--- src/rtl/scan_pkg.sv ---
// Shared types and constants for the scan sequencer slice.
package scan_pkg;

    localparam int NUM_CH      = 8;
    localparam int SEL_W       = 3;
    localparam int DEF_DWELL_W = 16;
    localparam int DEF_BLANK_W = 8;

    typedef enum logic [1:0] {
        IDLE   = 2'd0,
        ACTIVE = 2'd1,
        BLANK  = 2'd2
    } state_t;

endpackage

--- src/rtl/scan_sequencer_if.sv ---
// Control inputs and decoder-side outputs of the scan sequencer.
interface scan_sequencer_if
    import scan_pkg::*;
#(
    parameter int DWELL_W = DEF_DWELL_W,
    parameter int BLANK_W = DEF_BLANK_W
) ();

    logic               en;
    logic [NUM_CH-1:0]  mask;
    logic [DWELL_W-1:0] dwell;
    logic [BLANK_W-1:0] blank;
    logic [SEL_W-1:0]   sel;
    logic               sel_valid;
    logic               wrap;
    logic               busy;

    modport master (
        output en, mask, dwell, blank,
        input  sel, sel_valid, wrap, busy
    );

    modport slave (
        input  en, mask, dwell, blank,
        output sel, sel_valid, wrap, busy
    );

endinterface

--- src/rtl/mask_next_sel.sv ---
// Finds the first enabled channel strictly above cur_sel, searching upward modulo NUM_CH.
// With cur_sel = NUM_CH-1 the result is the lowest enabled channel.
module mask_next_sel
    import scan_pkg::*;
(
    input  logic [NUM_CH-1:0] mask,
    input  logic [SEL_W-1:0]  cur_sel,
    output logic [SEL_W-1:0]  next_sel,
    output logic              wraps,
    output logic              none
);

    logic [SEL_W-1:0] idx_s;

    // Walk candidates from farthest to nearest so the nearest enabled one wins.
    always_comb begin
        next_sel = cur_sel;
        idx_s    = cur_sel;
        for (int i = NUM_CH; i >= 1; i--) begin
            idx_s    = cur_sel + SEL_W'(i);
            next_sel = mask[idx_s] ? idx_s : next_sel;
        end
    end

    assign none  = (mask == {NUM_CH{1'b0}});
    assign wraps = !none && (next_sel <= cur_sel);

endmodule

--- src/rtl/scan_sequencer.sv ---
// Channel scan sequencer: walks enabled channels with a per-channel dwell
// and optional blanking gap, driving a registered 3-to-8 decoder select.
module scan_sequencer
    import scan_pkg::*;
#(
    parameter int DWELL_W = DEF_DWELL_W,
    parameter int BLANK_W = DEF_BLANK_W
) (
    input  logic              clk,
    input  logic              rst_n,
    scan_sequencer_if.slave   bus
);

    state_t             state_r, state_n;
    logic [SEL_W-1:0]   sel_r, sel_n;
    logic               sel_valid_r, sel_valid_n;
    logic               wrap_r, wrap_n;
    logic               busy_r, busy_n;
    logic [DWELL_W-1:0] dwell_cnt_r, dwell_n;
    logic [BLANK_W-1:0] blank_cnt_r, blank_n;

    logic               load_s, load_wrap_s;
    logic [SEL_W-1:0]   cur_sel_s, nxt_sel_s;
    logic               nxt_wraps_s, nxt_none_s;

    // From IDLE the search starts above the top channel, yielding the lowest set bit.
    assign cur_sel_s = (state_r == IDLE) ? SEL_W'(NUM_CH - 1) : sel_r;

    mask_next_sel u_next (
        .mask     (bus.mask),
        .cur_sel  (cur_sel_s),
        .next_sel (nxt_sel_s),
        .wraps    (nxt_wraps_s),
        .none     (nxt_none_s)
    );

    // Next-state and next-output logic.
    always_comb begin
        state_n     = state_r;
        sel_n       = sel_r;
        sel_valid_n = sel_valid_r;
        wrap_n      = 1'b0;
        busy_n      = busy_r;
        dwell_n     = dwell_cnt_r;
        blank_n     = blank_cnt_r;
        load_s      = 1'b0;
        load_wrap_s = 1'b0;
        if (!bus.en) begin
            state_n     = IDLE;
            sel_valid_n = 1'b0;
            busy_n      = 1'b0;
            dwell_n     = {DWELL_W{1'b0}};
            blank_n     = {BLANK_W{1'b0}};
        end else begin
            case (state_r)
                IDLE: begin
                    if (!nxt_none_s) begin
                        load_s = 1'b1;
                    end else begin
                        sel_valid_n = 1'b0;
                        busy_n      = 1'b0;
                    end
                end
                ACTIVE: begin
                    if (dwell_cnt_r > DWELL_W'(1)) begin
                        dwell_n = dwell_cnt_r - DWELL_W'(1);
                    end else if (blank_cnt_r != {BLANK_W{1'b0}}) begin
                        state_n     = BLANK;
                        sel_valid_n = 1'b0;
                    end else if (nxt_none_s) begin
                        state_n     = IDLE;
                        sel_valid_n = 1'b0;
                        busy_n      = 1'b0;
                        dwell_n     = {DWELL_W{1'b0}};
                    end else begin
                        load_s      = 1'b1;
                        load_wrap_s = nxt_wraps_s;
                    end
                end
                BLANK: begin
                    if (blank_cnt_r > BLANK_W'(1)) begin
                        blank_n = blank_cnt_r - BLANK_W'(1);
                    end else if (nxt_none_s) begin
                        state_n     = IDLE;
                        sel_valid_n = 1'b0;
                        busy_n      = 1'b0;
                        dwell_n     = {DWELL_W{1'b0}};
                        blank_n     = {BLANK_W{1'b0}};
                    end else begin
                        load_s      = 1'b1;
                        load_wrap_s = nxt_wraps_s;
                    end
                end
                default: begin
                    state_n     = IDLE;
                    sel_valid_n = 1'b0;
                    busy_n      = 1'b0;
                end
            endcase
            // dwell and blank are captured only when a channel's ACTIVE period starts.
            if (load_s) begin
                state_n     = ACTIVE;
                sel_n       = nxt_sel_s;
                sel_valid_n = 1'b1;
                busy_n      = 1'b1;
                wrap_n      = load_wrap_s;
                dwell_n     = (bus.dwell == {DWELL_W{1'b0}}) ? DWELL_W'(1) : bus.dwell;
                blank_n     = bus.blank;
            end else begin
                wrap_n      = 1'b0;
            end
        end
    end

    // State, counter and output registers.
    always_ff @(posedge clk or negedge rst_n) begin
        if (!rst_n) begin
            state_r     <= IDLE;
            sel_r       <= {SEL_W{1'b0}};
            sel_valid_r <= 1'b0;
            wrap_r      <= 1'b0;
            busy_r      <= 1'b0;
            dwell_cnt_r <= {DWELL_W{1'b0}};
            blank_cnt_r <= {BLANK_W{1'b0}};
        end else begin
            state_r     <= state_n;
            sel_r       <= sel_n;
            sel_valid_r <= sel_valid_n;
            wrap_r      <= wrap_n;
            busy_r      <= busy_n;
            dwell_cnt_r <= dwell_n;
            blank_cnt_r <= blank_n;
        end
    end

    assign bus.sel       = sel_r;
    assign bus.sel_valid = sel_valid_r;
    assign bus.wrap      = wrap_r;
    assign bus.busy      = busy_r;

endmodule
--- src/flat_wrapper.sv ---
// flat-port wrapper written by rule: the top's interface ports become plain ports
module scan_sequencer_flat import scan_pkg::*;
#(
    parameter int DWELL_W = DEF_DWELL_W,
    parameter int BLANK_W = DEF_BLANK_W
)
  (clk, rst_n, bus_en, bus_mask, bus_dwell, bus_blank, bus_sel, bus_sel_valid, bus_wrap, bus_busy);
  scan_sequencer_if #(.DWELL_W(DWELL_W), .BLANK_W(BLANK_W)) bus_i ();
  input  logic clk;
  input  logic rst_n;
  input wire logic [$bits(bus_i.en)-1:0] bus_en;
  input wire logic [$bits(bus_i.mask)-1:0] bus_mask;
  input wire logic [$bits(bus_i.dwell)-1:0] bus_dwell;
  input wire logic [$bits(bus_i.blank)-1:0] bus_blank;
  output wire logic [$bits(bus_i.sel)-1:0] bus_sel;
  output wire logic [$bits(bus_i.sel_valid)-1:0] bus_sel_valid;
  output wire logic [$bits(bus_i.wrap)-1:0] bus_wrap;
  output wire logic [$bits(bus_i.busy)-1:0] bus_busy;
  assign bus_i.en = bus_en;
  assign bus_i.mask = bus_mask;
  assign bus_i.dwell = bus_dwell;
  assign bus_i.blank = bus_blank;
  assign bus_sel = bus_i.sel;
  assign bus_sel_valid = bus_i.sel_valid;
  assign bus_wrap = bus_i.wrap;
  assign bus_busy = bus_i.busy;
  scan_sequencer #(.DWELL_W(DWELL_W), .BLANK_W(BLANK_W)) u_core (.clk(clk), .rst_n(rst_n), .bus(bus_i));
endmodule
--- config.mk ---
export PLATFORM = sky130hd
export DESIGN_NAME = scan_sequencer_flat
export DESIGN_NICKNAME = d
export VERILOG_FILES = /design/src/rtl/scan_pkg.sv /design/src/rtl/scan_sequencer_if.sv /design/src/rtl/mask_next_sel.sv /design/src/rtl/scan_sequencer.sv /design/src/flat_wrapper.sv
export SDC_FILE = /design/constraint.sdc
export NUM_CORES = 1
export LEC_CHECK = 0
export ABC_AREA = 1
export ABC_CLOCK_PERIOD_IN_PS = 3500
export BUFFER_PORTS_ARGS = -buffer_cell sky130_fd_sc_hd__buf_2
export CAP_MARGIN = 20
export CORE_ASPECT_RATIO = 0.5
export CORE_MARGIN = 2
export CORE_UTILIZATION = 32
export DETAILED_ROUTE_END_ITERATION = 10
export GPL_TIMING_DRIVEN = 0
export SYNTH_ARGS = -nofsm -noshare
export SYNTH_HDL_FRONTEND = slang
export SYNTH_SLANG_ARGS = --single-unit
--- constraint.sdc ---
create_clock -name clk -period 3.5 [get_ports clk]
set_clock_uncertainty 0.2 [all_clocks]
set_input_delay 0.7 -clock clk [delete_from_list [all_inputs] [get_ports clk]]
set_output_delay 0.7 -clock clk [all_outputs]
set_load 0.005 [all_outputs]
After elaboration in Yosys (flattened, before gate mapping)
Index checks and enable logic that the tools add are counted.
Widths: inputs -> output; s select.
- register bits after elaboration: 32
- input bits: 35
- add/sub/neg operators: 9
- eq/ne operators: 10
- reductions and logical operators: 12
- order comparisons: 10
- mux-type cells: 69
- operators with widths (cell ; number):
    $mux 16 ; 7
    $mux 8 ; 5
    $pmux 16 s2 ; 1
    $mux 1 ; 30
    $lt 3x4->1 const B ; 7
    $mux 3 ; 8
    $bmux 1 s3 ; 7
    $gt 16x1->1 const B ; 1
    $logic_not 16->1 ; 1
    $sub 16x1->16 const B ; 1
    $add 3x3->3 const B ; 4
    $mux 2 ; 6
    $ne 4x4->1 const B ; 3
    $pmux 1 s3 ; 3
    $reduce_and 3->1 ; 3
    $gt 8x1->1 const B ; 1
    $logic_not 8->1 ; 1
    $ne 4x1->1 const B ; 2
    $reduce_bool 8->1 ; 1
    $sub 8x1->8 const B ; 1
    $add 3x2->3 const B ; 2
    $pmux 2 s3 ; 1
    $reduce_and 2->1 ; 3
    $ne 5x4->1 const B ; 1
    10 further kinds ; 10

Logic depth before layout (Yosys ltp)
- depth after elaboration: 20
- depth in mapped cells: 25
- gate-level depth less buffers: 25

By module
From an unflattened synthesis, not the netlist that was laid out.
- cells, all modules: 600
- area total of the unflattened synthesis: 3606.0 µm²
- modules (own cells, without submodules) (module ; times used ; seq. area each (µm²) ; area each (µm²) ; cells an instance):
    scan_sequencer ; 1 ; 800.8 ; 2915.3 ; 462
    mask_next_sel ; 1 ; 0.0 ; 690.7 ; 138

Least setup slack after synthesis
No wires, ideal clock.
- kind: register to register
- start: reg u_core.state_r[0]
- end: reg u_core.wrap_r (netlist: u_core.bus.wrap)
- clock period less this slack: 3.219 ns
- path buffers: 0
- required time: 3.229 ns
- data arrival time: 2.947 ns
- cell stages (with the launch flop): 23
- slack: 0.281 ns
- cells stage by stage: dfrtp_1 -> inv_1 -> ha_1 -> inv_2 -> nand2_1 -> inv_2 -> ha_1 -> inv_1 -> nand3_1 -> nand3_1 -> nand2_1 -> inv_1 -> nand2_1 -> nand2_1 -> nand2_1 -> nand2_1 -> nand2_1 -> a21oi_1 -> ha_1 -> a21oi_1 -> o21ai_0 -> a221o_1 -> nor2_1
- word-level cells in the longest chain between the ends: 20
- elaborated cells on any way between the ends: 43
- those cells by class: 7 x add/sub; 1 x order compare; 2 x eq/ne; 31 x mux; 2 x reduce/logical
- RTL lines (element ; line ; RTL):
    start: declaration ; scan_sequencer.sv:14 ; state_t state_r, state_n;
    start signal: assignment ; scan_sequencer.sv:126 ; state_r <= state_n;
    $logic_not 2->1 * ; scan_sequencer.sv:27 ; assign cur_sel_s = (state_r == IDLE) ? SEL_W'(NUM_CH - 1) : sel_r;
    $mux 3 * ; scan_sequencer.sv:27 ;
    $add 3x3->3 ; mask_next_sel.sv:20 ; idx_s = cur_sel + SEL_W'(i);
    $bmux 1 s3 ; mask_next_sel.sv:21 ; next_sel = mask[idx_s] ? idx_s : next_sel;
    $mux 1 (implied by the code) ; mask_next_sel.sv:21 ;
    $mux 3 (6 in a row) ; mask_next_sel.sv:21 ;
    $mux 3 * ; mask_next_sel.sv:21 ;
    named net u_core.nxt_sel_s[2] ; scan_sequencer.sv:23 ; logic [SEL_W-1:0] cur_sel_s, nxt_sel_s;
    $le 3x3->1 * ; mask_next_sel.sv:26 ; assign wraps = !none && (next_sel <= cur_sel);
    $logic_and 1x1->1 * ; mask_next_sel.sv:26 ;
    $mux 1 * ; scan_sequencer.sv:70, scan_sequencer.sv:83 ;
    $mux 1 ; scan_sequencer.sv:67 ; end else if (blank_cnt_r != {BLANK_W{1'b0}}) begin
    $mux 1 ; scan_sequencer.sv:65 ; if (dwell_cnt_r > DWELL_W'(1)) begin
    $pmux 1 s2 * ; scan_sequencer.sv:55 ; case (state_r)
    $mux 1 * ; scan_sequencer.sv:101 ; if (load_s) begin
    $mux 1 * ; scan_sequencer.sv:48 ; if (!bus.en) begin
    named net u_core.wrap_n ; scan_sequencer.sv:17 ; logic wrap_r, wrap_n;
    end signal: assignment ; scan_sequencer.sv:129 ; wrap_r <= wrap_n;
    end: declaration ; scan_sequencer.sv:17 ;
Mark *: on every way through the listed nets, which the timed path passes. The rest lies on a longest branch. The select of a mux whose other input is x is not followed.
A chain may end at the register's enable or synchronous reset.

Worst setup path after layout
- start: reg u_core.state_r[1]
- end: reg u_core.wrap_r (netlist: u_core.bus.wrap)
Same word-level chain as after synthesis.

==> impl_metrics.yaml <==
yosys:
  mux_contribution_to_synthesized_area_pct: 0
  syn-cell-area_sq_um: 3341
  synth-simple-area-share_pct: 44.42
  synth_ff_type: "sky130_fd_sc_hd__dfrtp_1"
  syn-instance-count: 558
  synthAdderAreaFrac_pct: 4.869
  seq_area_frac_synth_pct: 23.97
  number_of_enable_type_register_cells_in_the_synthesized_netlist: 0
  synth_top_family_by_area: "simple AND/OR/NAND/NOR gates"
  synth-compound-area-share_pct: 13.52
  synth-warning-count: 0
  yosysUniqueCellTypes: 35
  synth_nets: 606
  synth.ff_latch_count: 32
  post_synth_xor_area_fraction_pct: 2.884
  avgSynthCellArea_sq_um: 5.987
  synthArstFlopShare_pct: 100.0
grt:
  first_global_vias: 3282
  grt-ovfl-total: 0
  maximum_number_of_pins_on_one_net_before_global_route_repair: 33
  first_pass_grt_wire_length_microns: 15930
  groute.usage.overall_pct: 17.23
  grt_antenna_before_repair: 0
floorplanning:
  die_w_microns: 148.5
  die-area_sq_um: 11320
  std_cell_rows: 26
  die_h_microns: 76.25
  start_util_pct: 32.81
  floorplan.core_area_sq_um: 10180
  pin_count: 41
sta:
  max_slew_margin_pct: 49.42
  setup_viol_count_final: 0
  period_needed_ps: 3218
  worst-slew-pin-transition_ps: 758.7
  hold_viol_final: 0
  min_period_over_period_pct: 91.96
  fin_ws_ps: 281.5
  timing.fmax_ghz: 0.3107
  slew_viol_final: 0
setup_path:
  slowest_stage_cell_cp: "sky130_fd_sc_hd__dfrtp_2"
  crit_path_max_incr_delay_ps: 400
  crit_required_ps: 3510
  timing.setup.critical_path_class: "reg -> reg"
  regToRegStartpoint: "u_core.state_r[1]$_DFFE_PN0P_"
  end_kind: "flip-flop"
  crit_path_cell_trace: "inv_2 -> ha_4 -> inv_4 -> nand2_4 -> buf_12 -> ha_4 -> inv_1 -> nand3_1 -> nand3_2 -> nand2_1 -> nand3_1 -> nand2_1 -> nand2_1 -> nand2_1 -> nand2_1 -> nand2_1 -> a21oi_1 -> ha_1 -> a21oi_1 -> o21ai_0 -> a221o_1 -> nor2_1"
  rrSetupSlack_ps: 280
  timing.rr.end: "u_core.bus.wrap$_DFF_PN0_"
  crit_path_max_fanout: 7
  startpoint_type: "flip-flop"
  worst_ep_arrival_time_ps: 3230
  crit_top_cell: "sky130_fd_sc_hd__nand2_1"
  worstRegToRegCells: 22
placement:
  place_worst_setup_slack_ps: -241.7
  globalplace.congestion: 0.8779
  dp_hpwl_microns: 7254
  port_buffers: 40
drt:
  detail_route.vias_per_cell: 4.839
  detail-route-antenna-nets: 0
  via_count: 3629
  met1_length_microns: 4739
  first_iter_violations: 193
  dr_wl_met2_microns: 4260
  routed_wl_microns: 9522
  met3WireLength_microns: 394
  maxUsedRoutingLayer: "met4"
  routed_wire_length_per_instance_microns: 12.70
  drc_errors: 0
  detail_route.first_pass.iterations: 5
run_status:
  run_status: "finished clean"
finish:
  antenna_cells: 0
  fillCellCount: 1114
  final_layout_size_suffix_gt1_share_pct: 15.74
  syn2layout_area_growth_pct: 19.74
  layout.nets: 657
  final_common_cell: "sky130_fd_sc_hd__nand2_1"
  final_core_util_pct: 39.28
  mostFrequentLayoutCells: "sky130_fd_sc_hd__nand2_1, sky130_fd_sc_hd__inv_1, sky130_fd_sc_hd__nand3_1, sky130_fd_sc_hd__nor2_1, sky130_fd_sc_hd__buf_2"
clock_tree:
  ctsHoldBuffers: 0
  tritoncts_sink_count: 32
  tritoncts_clock_tree: "yes"
  insertion_delay_ps: 280
  clkTransAtPathRegs_ps: 60
  max_h_tree_level: 2
  clk_root_buffer_cell: "sky130_fd_sc_hd__clkbuf_16"
  cts_made_buffers: 5
  clk_path_buf_depth: 2
worst_hold_path:
  hold_path_class: "in -> async"
power:
  vdd.ir_drop.worst_mv: 0.2213
  p_leak_nw: 2.032
  cellPowerDensity_nw_per_um2: 664.7
job:
  maxCapViolCount: 0
kinds of logic after synthesis:
group,Yosys count
compound gates,82
xor+xnor,11
fa+ha+maj,13
buf+inv,84
flops,32
simple gates,336
worst max-delay path: cells and delay by family (launching register included):
| kind | cells | cell delay [ps] |
|---|---|---|
| AOI/OAI and AO/OA | 4 | 660 |
| DFF | 1 | 400 |
| and+or+nand+nor | 11 | 800 |
| adders and majority gates | 3 | 720 |
| buffers and inverters | 4 | 380 |
through the flow:
| step | hold WS [ps] | instances | TNS, ps | power, W | cell area, sq um |
|---|---|---|---|---|---|
| after floorplan | 204.4 | 558 | 0 | 0.001718 | 3341 |
| final | 292.7 | 750 | 0 | 0.002659 | 4000 |
| after global routing | 350.9 | 750 | -19.06 | 0.002967 | 4000 |
| after CTS | 307.0 | 746 | 0 | 0.002601 | 3915 |
| after global placement | 286.3 | 738 | -238.0 | 0.002049 | 3716 |
| after detailed placement | 295.9 | 738 | -241.7 | 0.002059 | 3716 |
layer usage:
layer	up-vias	track usage, %
met2	71	28.33
li1	1908	-
met4	0	4.000
met1	1641	23.88
met3	9	2.575
met5	-	0
synth_stat cells, types with 10 or more instances:
master	count	area share (%)
sky130_fd_sc_hd__xor2_1	10	2.6
sky130_fd_sc_hd__inv_1	61	6.9
sky130_fd_sc_hd__nand2_1	194	22
sky130_fd_sc_hd__ha_1	13	4.9
sky130_fd_sc_hd__o21ai_0	41	6.1
sky130_fd_sc_hd__nor2_1	44	4.9
sky130_fd_sc_hd__a21oi_1	18	2.7
sky130_fd_sc_hd__nand3b_1	10	2.2
sky130_fd_sc_hd__nand3_1	50	7.5
sky130_fd_sc_hd__nand4_1	10	1.9
sky130_fd_sc_hd__dfrtp_1	32	24
sky130_fd_sc_hd__o21ai_1	14	2.1
layout make-up:
class                      instances  area [sq um]  area share (%)
clock inverter                     2         35.03          0.8758
inverter                          70         269.0           6.725
sequential                        32         803.3           20.08
multi-input combinational        442          2265           56.62
clock buffer                       6         128.9           3.222
timing repair buffer              44         242.7           6.068
buffer                            14         81.33           2.033
tap                              140         175.2           4.379
sequential cells by signal, indices dropped and copies added (netlist names):
signal                cells
u_core.bus.busy           1
u_core.dwell_cnt_r       16
u_core.bus.sel_valid      1
u_core.state_r            2
u_core.bus.wrap           1
u_core.blank_cnt_r        8
u_core.bus.sel            3
how the worst max path moves through the flow:
stage,start,end,slack (ps)
after global placement,u_core.state_r[0]$_DFFE_PN0P_,u_core.bus.wrap$_DFF_PN0_,-240
after CTS,u_core.state_r[0]$_DFFE_PN0P_,u_core.bus.wrap$_DFF_PN0_,30
after detailed placement,u_core.state_r[0]$_DFFE_PN0P_,u_core.bus.wrap$_DFF_PN0_,-240
after global routing,u_core.state_r[1]$_DFFE_PN0P_,u_core.bus.wrap$_DFF_PN0_,-20
after floorplan,u_core.state_r[0]$_DFFE_PN0P_,u_core.bus.wrap$_DFF_PN0_,280
final,u_core.state_r[1]$_DFFE_PN0P_,u_core.bus.wrap$_DFF_PN0_,280
where the power goes:
part	internal (W)	total, W	switching, W	leakage, nW
clock	0.000335	0.000505	0.000170	0.0808
sequential	0.000458	0.000563	0.000106	0.410
combinational	0.000598	0.00159	0.000992	1.54
timing repair:
action,CTS,global route
gates resized for setup,8,13
buffers inserted,0,4
pin swaps,0,2
endpoints found under the setup margin,1,1
endpoints found under the hold margin,0,0
Note: power is estimated with default switching activity, not from simulation.
